**src/rtl/code_stream_packer.sv**
```systemverilog
// Packs one block of variable-length codes into a dense MSB-first 32-bit word stream.
// Optional macro PACKER_STATS_EN adds the o_block_bits unpadded-bit counter.
module code_stream_packer #(
    parameter int unsigned DATA_WIDTH  = 32,
    parameter int unsigned TOTAL_BITS  = 34,
    parameter int unsigned TOTAL_WORDS = 16
) (
    input  logic                  i_clk,
    input  logic                  i_rst,
    input  logic                  i_start,
    input  logic                  i_valid,
    output logic                  o_ready,
    input  logic [2:0]            i_code,
    input  logic [TOTAL_BITS-1:0] i_comp_word,
    output logic                  o_valid,
    input  logic                  i_ready,
    output logic [DATA_WIDTH-1:0] o_data,
    output logic                  o_last,
    output logic                  o_busy,
    output logic                  o_done,
    output logic                  o_err
`ifdef PACKER_STATS_EN
    ,
    output logic [$clog2(TOTAL_WORDS*TOTAL_BITS+1)-1:0] o_block_bits
`endif
);

    localparam int unsigned BUF_W  = DATA_WIDTH + TOTAL_BITS;
    localparam int unsigned FILL_W = $clog2(BUF_W);
    localparam int unsigned CNT_W  = $clog2(TOTAL_WORDS + 1);

    typedef enum logic [1:0] {StIdle, StAccept, StFlush, StDone} state_e;

    state_e                r_state, w_state_nxt;
    logic [BUF_W-1:0]      r_buf, w_buf_nxt;
    logic [FILL_W-1:0]     r_fill, w_fill_nxt;
    logic [CNT_W-1:0]      r_cnt, w_cnt_nxt;
    logic                  r_out_valid, w_out_valid_nxt;
    logic [DATA_WIDTH-1:0] r_out_data, w_out_data_nxt;
    logic                  r_out_last, w_out_last_nxt;
    logic                  r_last_loaded, w_last_loaded_nxt;
    logic                  r_err, w_err_nxt;

    logic [FILL_W-1:0]     w_len;
    logic                  w_code_bad;
    logic [TOTAL_BITS-1:0] w_mask;
    logic [BUF_W-1:0]      w_ins;
    logic [BUF_W-1:0]      w_mbuf;
    logic [FILL_W-1:0]     w_mfill;
    logic [FILL_W-1:0]     w_left;
    logic                  w_acc;
    logic                  w_final;
    logic                  w_can_load;
    logic                  w_load;
    logic                  w_load_last;

    always_comb begin
        w_len      = '0;
        w_code_bad = 1'b0;
        unique case (i_code)
            3'b000:  w_len = FILL_W'(2);
            3'b001:  w_len = FILL_W'(6);
            3'b010:  w_len = FILL_W'(12);
            3'b011:  w_len = FILL_W'(16);
            3'b100:  w_len = FILL_W'(24);
            3'b101:  w_len = FILL_W'(34);
            default: w_code_bad = 1'b1;
        endcase
    end

    // Left-justify the masked code, then drop it just below the buffered bits.
    assign w_mask = {TOTAL_BITS{1'b1}} >> (FILL_W'(TOTAL_BITS) - w_len);
    assign w_ins  = ({i_comp_word & w_mask, {DATA_WIDTH{1'b0}}} << (FILL_W'(TOTAL_BITS) - w_len))
                    >> r_fill;

    assign o_ready    = (r_state == StAccept) && (r_fill < FILL_W'(DATA_WIDTH));
    assign w_acc      = i_valid && o_ready;
    assign w_final    = w_acc && (r_cnt == CNT_W'(TOTAL_WORDS - 1));
    assign w_mbuf     = r_buf | (w_acc ? w_ins : '0);
    assign w_mfill    = r_fill + (w_acc ? w_len : '0);
    assign w_left     = (w_mfill >= FILL_W'(DATA_WIDTH)) ? w_mfill - FILL_W'(DATA_WIDTH) : '0;
    assign w_can_load = !r_out_valid || i_ready;

    always_comb begin
        w_load      = 1'b0;
        w_load_last = 1'b0;
        case (r_state)
            StAccept: begin
                w_load      = w_can_load && (w_mfill >= FILL_W'(DATA_WIDTH));
                w_load_last = w_final && (w_mfill == FILL_W'(DATA_WIDTH));
            end
            StFlush: begin
                // Any residual (full or partial) is emitted until the last word is in flight.
                w_load      = w_can_load && !r_last_loaded;
                w_load_last = (w_mfill <= FILL_W'(DATA_WIDTH));
            end
            default: ;
        endcase
    end

    always_comb begin
        w_state_nxt = r_state;
        case (r_state)
            StIdle:   if (i_start) w_state_nxt = StAccept;
            StAccept: if (w_final) w_state_nxt = StFlush;
            StFlush:  if (r_out_valid && r_out_last && i_ready) w_state_nxt = StDone;
            StDone:   w_state_nxt = StIdle;
            default:  w_state_nxt = StIdle;
        endcase
    end

    always_comb begin
        w_buf_nxt         = w_mbuf;
        w_fill_nxt        = w_mfill;
        w_cnt_nxt         = r_cnt + CNT_W'(w_acc);
        w_out_valid_nxt   = r_out_valid;
        w_out_data_nxt    = r_out_data;
        w_out_last_nxt    = r_out_last;
        w_last_loaded_nxt = r_last_loaded;
        w_err_nxt         = r_err | (w_acc && w_code_bad);
        if (r_out_valid && i_ready) begin
            w_out_valid_nxt = 1'b0;
        end
        if (w_load) begin
            w_out_valid_nxt   = 1'b1;
            w_out_data_nxt    = w_mbuf[BUF_W-1 -: DATA_WIDTH];
            w_out_last_nxt    = w_load_last;
            w_buf_nxt         = w_mbuf << DATA_WIDTH;
            w_fill_nxt        = w_left;
            w_last_loaded_nxt = r_last_loaded | w_load_last;
        end
        if (r_state == StIdle && i_start) begin
            w_buf_nxt         = '0;
            w_fill_nxt        = '0;
            w_cnt_nxt         = '0;
            w_err_nxt         = 1'b0;
            w_last_loaded_nxt = 1'b0;
        end
    end

    always_ff @(posedge i_clk) begin
        if (i_rst) begin
            r_state       <= StIdle;
            r_buf         <= '0;
            r_fill        <= '0;
            r_cnt         <= '0;
            r_out_valid   <= 1'b0;
            r_out_data    <= '0;
            r_out_last    <= 1'b0;
            r_last_loaded <= 1'b0;
            r_err         <= 1'b0;
        end else begin
            r_state       <= w_state_nxt;
            r_buf         <= w_buf_nxt;
            r_fill        <= w_fill_nxt;
            r_cnt         <= w_cnt_nxt;
            r_out_valid   <= w_out_valid_nxt;
            r_out_data    <= w_out_data_nxt;
            r_out_last    <= w_out_last_nxt;
            r_last_loaded <= w_last_loaded_nxt;
            r_err         <= w_err_nxt;
        end
    end

    assign o_valid = r_out_valid;
    assign o_data  = r_out_data;
    assign o_last  = r_out_last;
    assign o_err   = r_err;
    assign o_busy  = (r_state == StAccept) || (r_state == StFlush);
    assign o_done  = (r_state == StDone);

`ifdef PACKER_STATS_EN
    logic [$clog2(TOTAL_WORDS*TOTAL_BITS+1)-1:0] r_block_bits;

    // Only accepted codes add bits, so the count freezes naturally after the block.
    always_ff @(posedge i_clk) begin
        if (i_rst) begin
            r_block_bits <= '0;
        end else if (r_state == StIdle && i_start) begin
            r_block_bits <= '0;
        end else if (w_acc) begin
            r_block_bits <= r_block_bits + $bits(r_block_bits)'(w_len);
        end
    end

    assign o_block_bits = r_block_bits;
`endif

endmodule

```
**config.mk**
```make
export PLATFORM = sky130hd
export DESIGN_NAME = code_stream_packer
export DESIGN_NICKNAME = d
export VERILOG_FILES = /design/src/rtl/code_stream_packer.sv
export SDC_FILE = /design/constraint.sdc
export NUM_CORES = 1
export LEC_CHECK = 0
export ABC_AREA = 1
export BUFFER_PORTS_ARGS = -buffer_cell sky130_fd_sc_hd__buf_4
export CAP_MARGIN = 20
export CORE_ASPECT_RATIO = 2
export CORE_MARGIN = 4
export CORE_UTILIZATION = 60
export DETAILED_ROUTE_END_ITERATION = 16
export PLACE_DENSITY = 0.86
export SYNTH_ARGS = -nofsm -noshare
export SYNTH_HDL_FRONTEND = slang
export SYNTH_SLANG_ARGS = --single-unit
```
**constraint.sdc**
```tcl
create_clock -name i_clk -period 4.26 [get_ports i_clk]
set_clock_uncertainty 0.15 [all_clocks]
set_input_delay 0.213 -clock i_clk [delete_from_list [all_inputs] [get_ports i_clk]]
set_output_delay 0.213 -clock i_clk [all_outputs]
set_load 0.03 [all_outputs]
```
* Yosys cells after proc, flatten, opt, wreduce, memory -nomap -nowiden
Index checks and enable logic that the tools add are counted.
** Storage, ports and cells
- Register bits after elaboration :: 116
- Latch bits :: 0
- Memory bits (writable) :: 0
- Bits in read-only memories :: 0
- Input port bits :: 42
- Output and inout bits :: 38
- Logic and storage cells :: 74
- Memories :: 0
** Operators by class
- Add/sub/neg operators :: 4
- $mul :: 0
- Divide/modulo/power cells :: 0
- Magnitude comparators :: 3
- Equality and inequality tests :: 13
- Shift operators :: 3
- Muxes and demuxes :: 15
- Bitwise logic cells :: 4
- Reduce and logical (&&, ||, !) cells :: 22
** Operators with widths (number)
- $mux W66 :: 2
- $or A66 B66 Y66 :: 1
- $shl A66 B7 Y66 :: 1
- $shr A66 B7 Y66 :: 1
- $pmux W6 S6 :: 1
- $and A34 B34 Y34 :: 1
- $shr A34 B7 Y34 const A :: 1
- $mux W7 :: 3
- $logic_and A1 B1 Y1 :: 11
- $pmux W2 S4 :: 1
- $add A7 B7 Y7 :: 1
- $eq A7 B6 Y1 const B :: 1
- $ge A7 B6 Y1 const B :: 1
- $le A7 B6 Y1 const B :: 1
- $lt A7 B6 Y1 const B :: 1
- $sub A6 B7 Y7 const A :: 1
- $sub A7 B6 Y7 const B :: 1
- $eq A3 B2 Y1 const B :: 2
- $eq A3 B3 Y1 const B :: 2
- $mux W2 :: 3
- $ne A2 B2 Y1 const B :: 3
- $reduce_or A6 Y1 :: 1
- $add A5 B1 Y5 :: 1
- $eq A5 B4 Y1 const B :: 1
- 14 further kinds :: 21

* Depth between registers and ports, before layout
- Word-level depth :: 10
- Depth in mapped cells :: 29

* Worst setup path after synthesis
No wires, ideal clock.
- Path kind :: reg-to-reg
- From :: register r_state[1]
- To :: register r_buf[37]
- Setup time :: 0.069 ns
- Arrival :: 4.119 ns
- Slack :: -0.078 ns
- Stages on the path, launching flop included :: 23
- Clock period less this slack :: 4.338 ns
- Path through :: dfxtp_1 inv_1 ha_1 inv_1 nor3_1 nand2_1 clkbuf_1 nor2_1 ha_1 inv_1 fa_1 o21ai_0 xor2_1 ha_1 inv_1 nor2_1 nand2_1 nand2_2 inv_2 nor2_2 clkbuf_1 nand2_1 o21ai_1
** On the way
- Longest elaborated chain between the ends :: 9
- Elaborated cells on any way between the ends :: 15
- Those cells by class :: add/sub (1); order compare (1); eq/ne (2); mux (4); bitwise (1); reduce/logical (6)
** Ends and longest elaborated chain
- from (decl) :: line 34 : state_e r_state, w_state_nxt;
- from (signal assigned) :: line 143 : r_state <= StIdle;
- from (signal assigned) :: line 153 : r_state <= w_state_nxt;
- $eq A2 B1 Y1 (*) :: line 76 : assign o_ready = (r_state == StAccept) && (r_fill < FILL_W'(DATA_WIDTH));
- $logic_and A1 B1 Y1 (*) :: line 76
- net o_ready :: line 12 : output logic o_ready,
- $logic_and A1 B1 Y1 (*) :: line 77 : assign w_acc = i_valid && o_ready;
- $mux W7 :: line 80 : assign w_mfill = r_fill + (w_acc ? w_len : '0);
- $add A7 B7 Y7 :: line 80
- $ge A7 B6 Y1 :: line 89 : w_load = w_can_load && (w_mfill >= FILL_W'(DATA_WIDTH));
- $logic_and A1 B1 Y1 :: line 89
- $pmux W1 S2 :: line 87 : case (r_state)
- $mux W66 (*) :: line 124 : if (w_load) begin
- to (signal assigned) :: line 154 : r_buf <= w_buf_nxt;
- to (decl) :: line 35 : logic [BUF_W-1:0] r_buf, w_buf_nxt;
The timed path passes the listed nets; every way through them passes the cells marked *.
A chain may end at the register's enable or synchronous reset.

* Worst setup path in the final report
- From :: register r_state[1]
- To :: register r_buf[38]
** On the way
- Longest elaborated chain between the ends :: 9
- Elaborated cells on any way between the ends :: 15
- Those cells by class :: add/sub (1); order compare (1); eq/ne (2); mux (4); bitwise (1); reduce/logical (6)
** Ends and longest elaborated chain (line)
- $eq A2 B1 Y1 :: 76, 87
- $logic_and A1 B1 Y1 :: 76
- $logic_and A1 B1 Y1 :: 77
- $mux W7 :: 80
- $add A7 B7 Y7 :: 80
- $ge A7 B6 Y1 :: 89
- $logic_and A1 B1 Y1 :: 89
- $pmux W1 S2 :: 87
- $mux W66 :: 124
Parallel ways exist; a longest one is shown, timed or not.

==> results by group <==
Outcome
  • Outcome: complete, no violations

Cells and area
  • Final nets: 1543
  • Commonest non-fill, non-tap cell in the layout: nand2_1
  • Most frequent cells in the layout: nand2_1, nand3_1, inv_1
  • Share of cells above drive strength 1: 12.2%
  • Area grow syn2layout: 18.0%
  • Antenna cells: 0
  • Post-route cell area: 9820 um^2

Clock tree
  • Clk Latency, worst-skew pair: 0.47 ns
  • Sink Count: 115
  • Clk slew on worst S/H paths: 0.06 ns
  • Clock Tree Buf Depth: 3
  • CTS tree: yes
  • Root Driver: clkbuf_16
  • CTS Buf Count: 25
  • Htree depth: 4

Yosys
  • Syn_nets: 1481
  • Ys async rst share: 0%
  • EDFF count, synth: 0
  • Synth warn: 0
  • Post-synthesis sequential area ratio: 27.7%
  • Synthesized instance count: 1420
  • Seq cells post-synth: 115
  • Synth Cell Area: 8330 um^2
  • Primary FF master, synth: dfxtp_1
  • Synth unique cells: 45
  • Mean Syn Cell Area: 5.86 um^2

Power
  • Clock share of power: 29.7%
  • Sequential share of power: 25.6%
  • Static leakage: 5.03 nW
  • VDD IR-drop max: 0.642 mV
  • NetSw: 2.27 mW
  • Net Sw Frac: 42.1%
  • Combinational power share: 44.7%
  • Power density over the cells: 549 nW/um^2
  • P_int: 3.12 mW

Die
  • Initial Utilization: 61.6%
  • Core area: 13500 um^2
  • Die X: 91.3 um
  • I/O pin total: 80
  • Die ar.: 15900 um^2
  • Die Y: 175 um
  • Placement Rows: 60

Timing
  • Total negative slack: 0 ns
  • Fmax: 252 MHz
  • Hold slack: 0.0227 ns
  • Worst-Margin Slew: 0.828 ns
  • Max Slew Vio Count: 0
  • Worst slew margin: 44.8%
  • Hold Fails Final Rpt: 0
  • # setup viols final: 0
  • Tmin final: 3.97 ns
  • Period utilization: 93.2%

Worst setup path
  • Element type at the critical path start: flip-flop
  • Crit path max fanout: 17
  • Crit Path Class: flip-flop to flip-flop
  • Crit. End Element: flip-flop
  • Arrival @ worst endpoint: 4.21 ns
  • Critical Path RT: 4.50 ns

Drt
  • Avg WL per Cell: 17.9 um
  • First-pass detailed-route iteration total: 9
  • Via count: 9773
  • DRT iter0 DRCs: 783
  • Vias per inst: 5.95
  • DRC: 0
  • Number of nets with antenna violations after detailed routing: 0
  • Total length of routed wires: 29400 um

Global route
  • Initial antenna violation count: 0
  • Total track usage: 35.5%
  • Vias in the first global route: 9332
  • Gr ovfl total: 0
  • Largest net degree at the start of global routing: 55
  • Global-route wire length before repair: 45600 um

Placement
  • GP Congestion: 1.03
  • Area after DPL: 8980 um^2
  • DP HPWL: 21400 um
  • Number of port buffers: 79

Run
  • Max-cap violations: 0

Min path
  • Worst Hold Class: primary input to flip-flop
logic make-up after synthesis:
family	share of synthesized area, %
buffers and inverters	10.7
adder cells (fa/ha/maj)	2.95
XOR/XNOR	0.736
AND/OR/NAND/NOR	48.7
AO/OA/AOI/OAI	9.29
flip-flops	27.7
final cells by class:
cell class | count | area (um^2)
fillers | 1143 | 3690
multi-input cells | 1081 | 5190
clock inverters | 3 | 15.0
well taps | 155 | 194
inverters | 146 | 556
flip-flops and latches | 115 | 2300
clock buffers | 29 | 661
repair buffers | 113 | 907
Yosys cell counts (2+ instances only):
master	count	area [um^2]
or2_0	2	12.5
or2_2	7	43.8
a21oi_1	36	180
ha_1	18	225
xnor2_1	2	17.5
dfxtp_1	115	2300
o21a_1	2	15.0
nor2_1	123	462
clkbuf_1	43	161
nand3_2	2	20.0
o21ai_1	30	150
buf_6	2	22.5
inv_1	138	518
xor2_1	5	43.8
o21bai_1	10	75.1
buf_1	8	30.0
a211oi_1	2	15.0
a21o_1	7	52.6
nand3_1	311	1560
nand2_2	4	25.0
o211ai_1	11	82.6
nand2_1	428	1610
clkinv_1	5	18.8
buf_2	24	120
nand3b_1	2	15.0
nor2_4	4	45.0
nand4_1	19	119
o21ai_0	25	125
nor2_2	3	18.8
a31o_2	2	17.5
inv_2	3	11.3
nor3_1	4	20.0
and2_1	11	68.8
final timing paths:
check,start,cells past startpoint,end,slack (ns)
worst min register to register,r_buf[1],2,r_buf[1],0.30
worst max register to register,r_state[1],22,r_buf[38],0.29
worst min-delay path,i_rst,2,o_last,0.02
worst max-delay path,r_state[1],22,r_buf[38],0.29
worst max-delay path, stage by stage (launching register included):
cell and delay, ns:
dfxtp_1 0.32, inv_1 0.13, ha_1 0.17, inv_1 0.06, nor3_2 0.17, nand2_2 0.14
nor2_1 0.14, ha_1 0.28, a21oi_1 0.17, nand2_1 0.10, a21oi_1 0.14, nor2_1 0.05
nor2_1 0.20, xor2_2 0.22, nor4b_4 0.28, nor2_2 0.09, nand2_1 0.08, nand2_2 0.06
buf_4 0.20, nor2_4 0.12, clkinvlp_4 0.26, buf_12 0.22, o21ai_1 0.12
routing by layer:
| metal | share of wire (%) | vias up | GRT usage, % |
|---|---|---|---|
| li1 | - | 4719 | - |
| met1 | 34 | 4444 | 34.3 |
| met2 | 51 | 457 | 64.7 |
| met3 | 5.6 | 153 | 5.04 |
| met4 | 9.3 | 0 | 29.8 |
| met5 | 0 | - | 0 |
sequential cells by signal, indices dropped and copies added, names as in the netlist:
signal / count
r_state: 2
o_valid: 1
r_fill: 6
r_buf: 66
r_last_loaded: 1
o_last: 1
o_err: 1
r_cnt: 5
o_data: 32
what timing repair did:
item                                   in CTS  in global routing
hold buffers                                1                  0
resized for setup                           0                 14
setup buffers                               0                  5
endpoints found under the hold margin       1                  0
setup endpoints to repair                   0                106
power groups by stage:
stage	sequential, mW	combinational (mW)	clock, mW
CTS	1.38	2.30	1.61
global placement	1.39	2.23	0
floorplan	1.67	1.30	0
detailed placement	1.39	2.27	0
global route	1.40	2.63	1.66
finish	1.38	2.41	1.60
through the flow:
stage / instances / power (mW) / util [%] / setup WS (ns)
floorplan: 1420 / 2.97 / - / 0.227
CTS: 1636 / 5.28 / 71.5 / 0.0932
global placement: 1603 / 3.62 / 66.5 / 0.287
finish: 1642 / 5.39 / 72.7 / 0.291
global route: 1642 / 5.69 / 72.7 / -0.0501
detailed placement: 1603 / 3.66 / 66.5 / 0.172
Power figures use the tool's default switching activity.
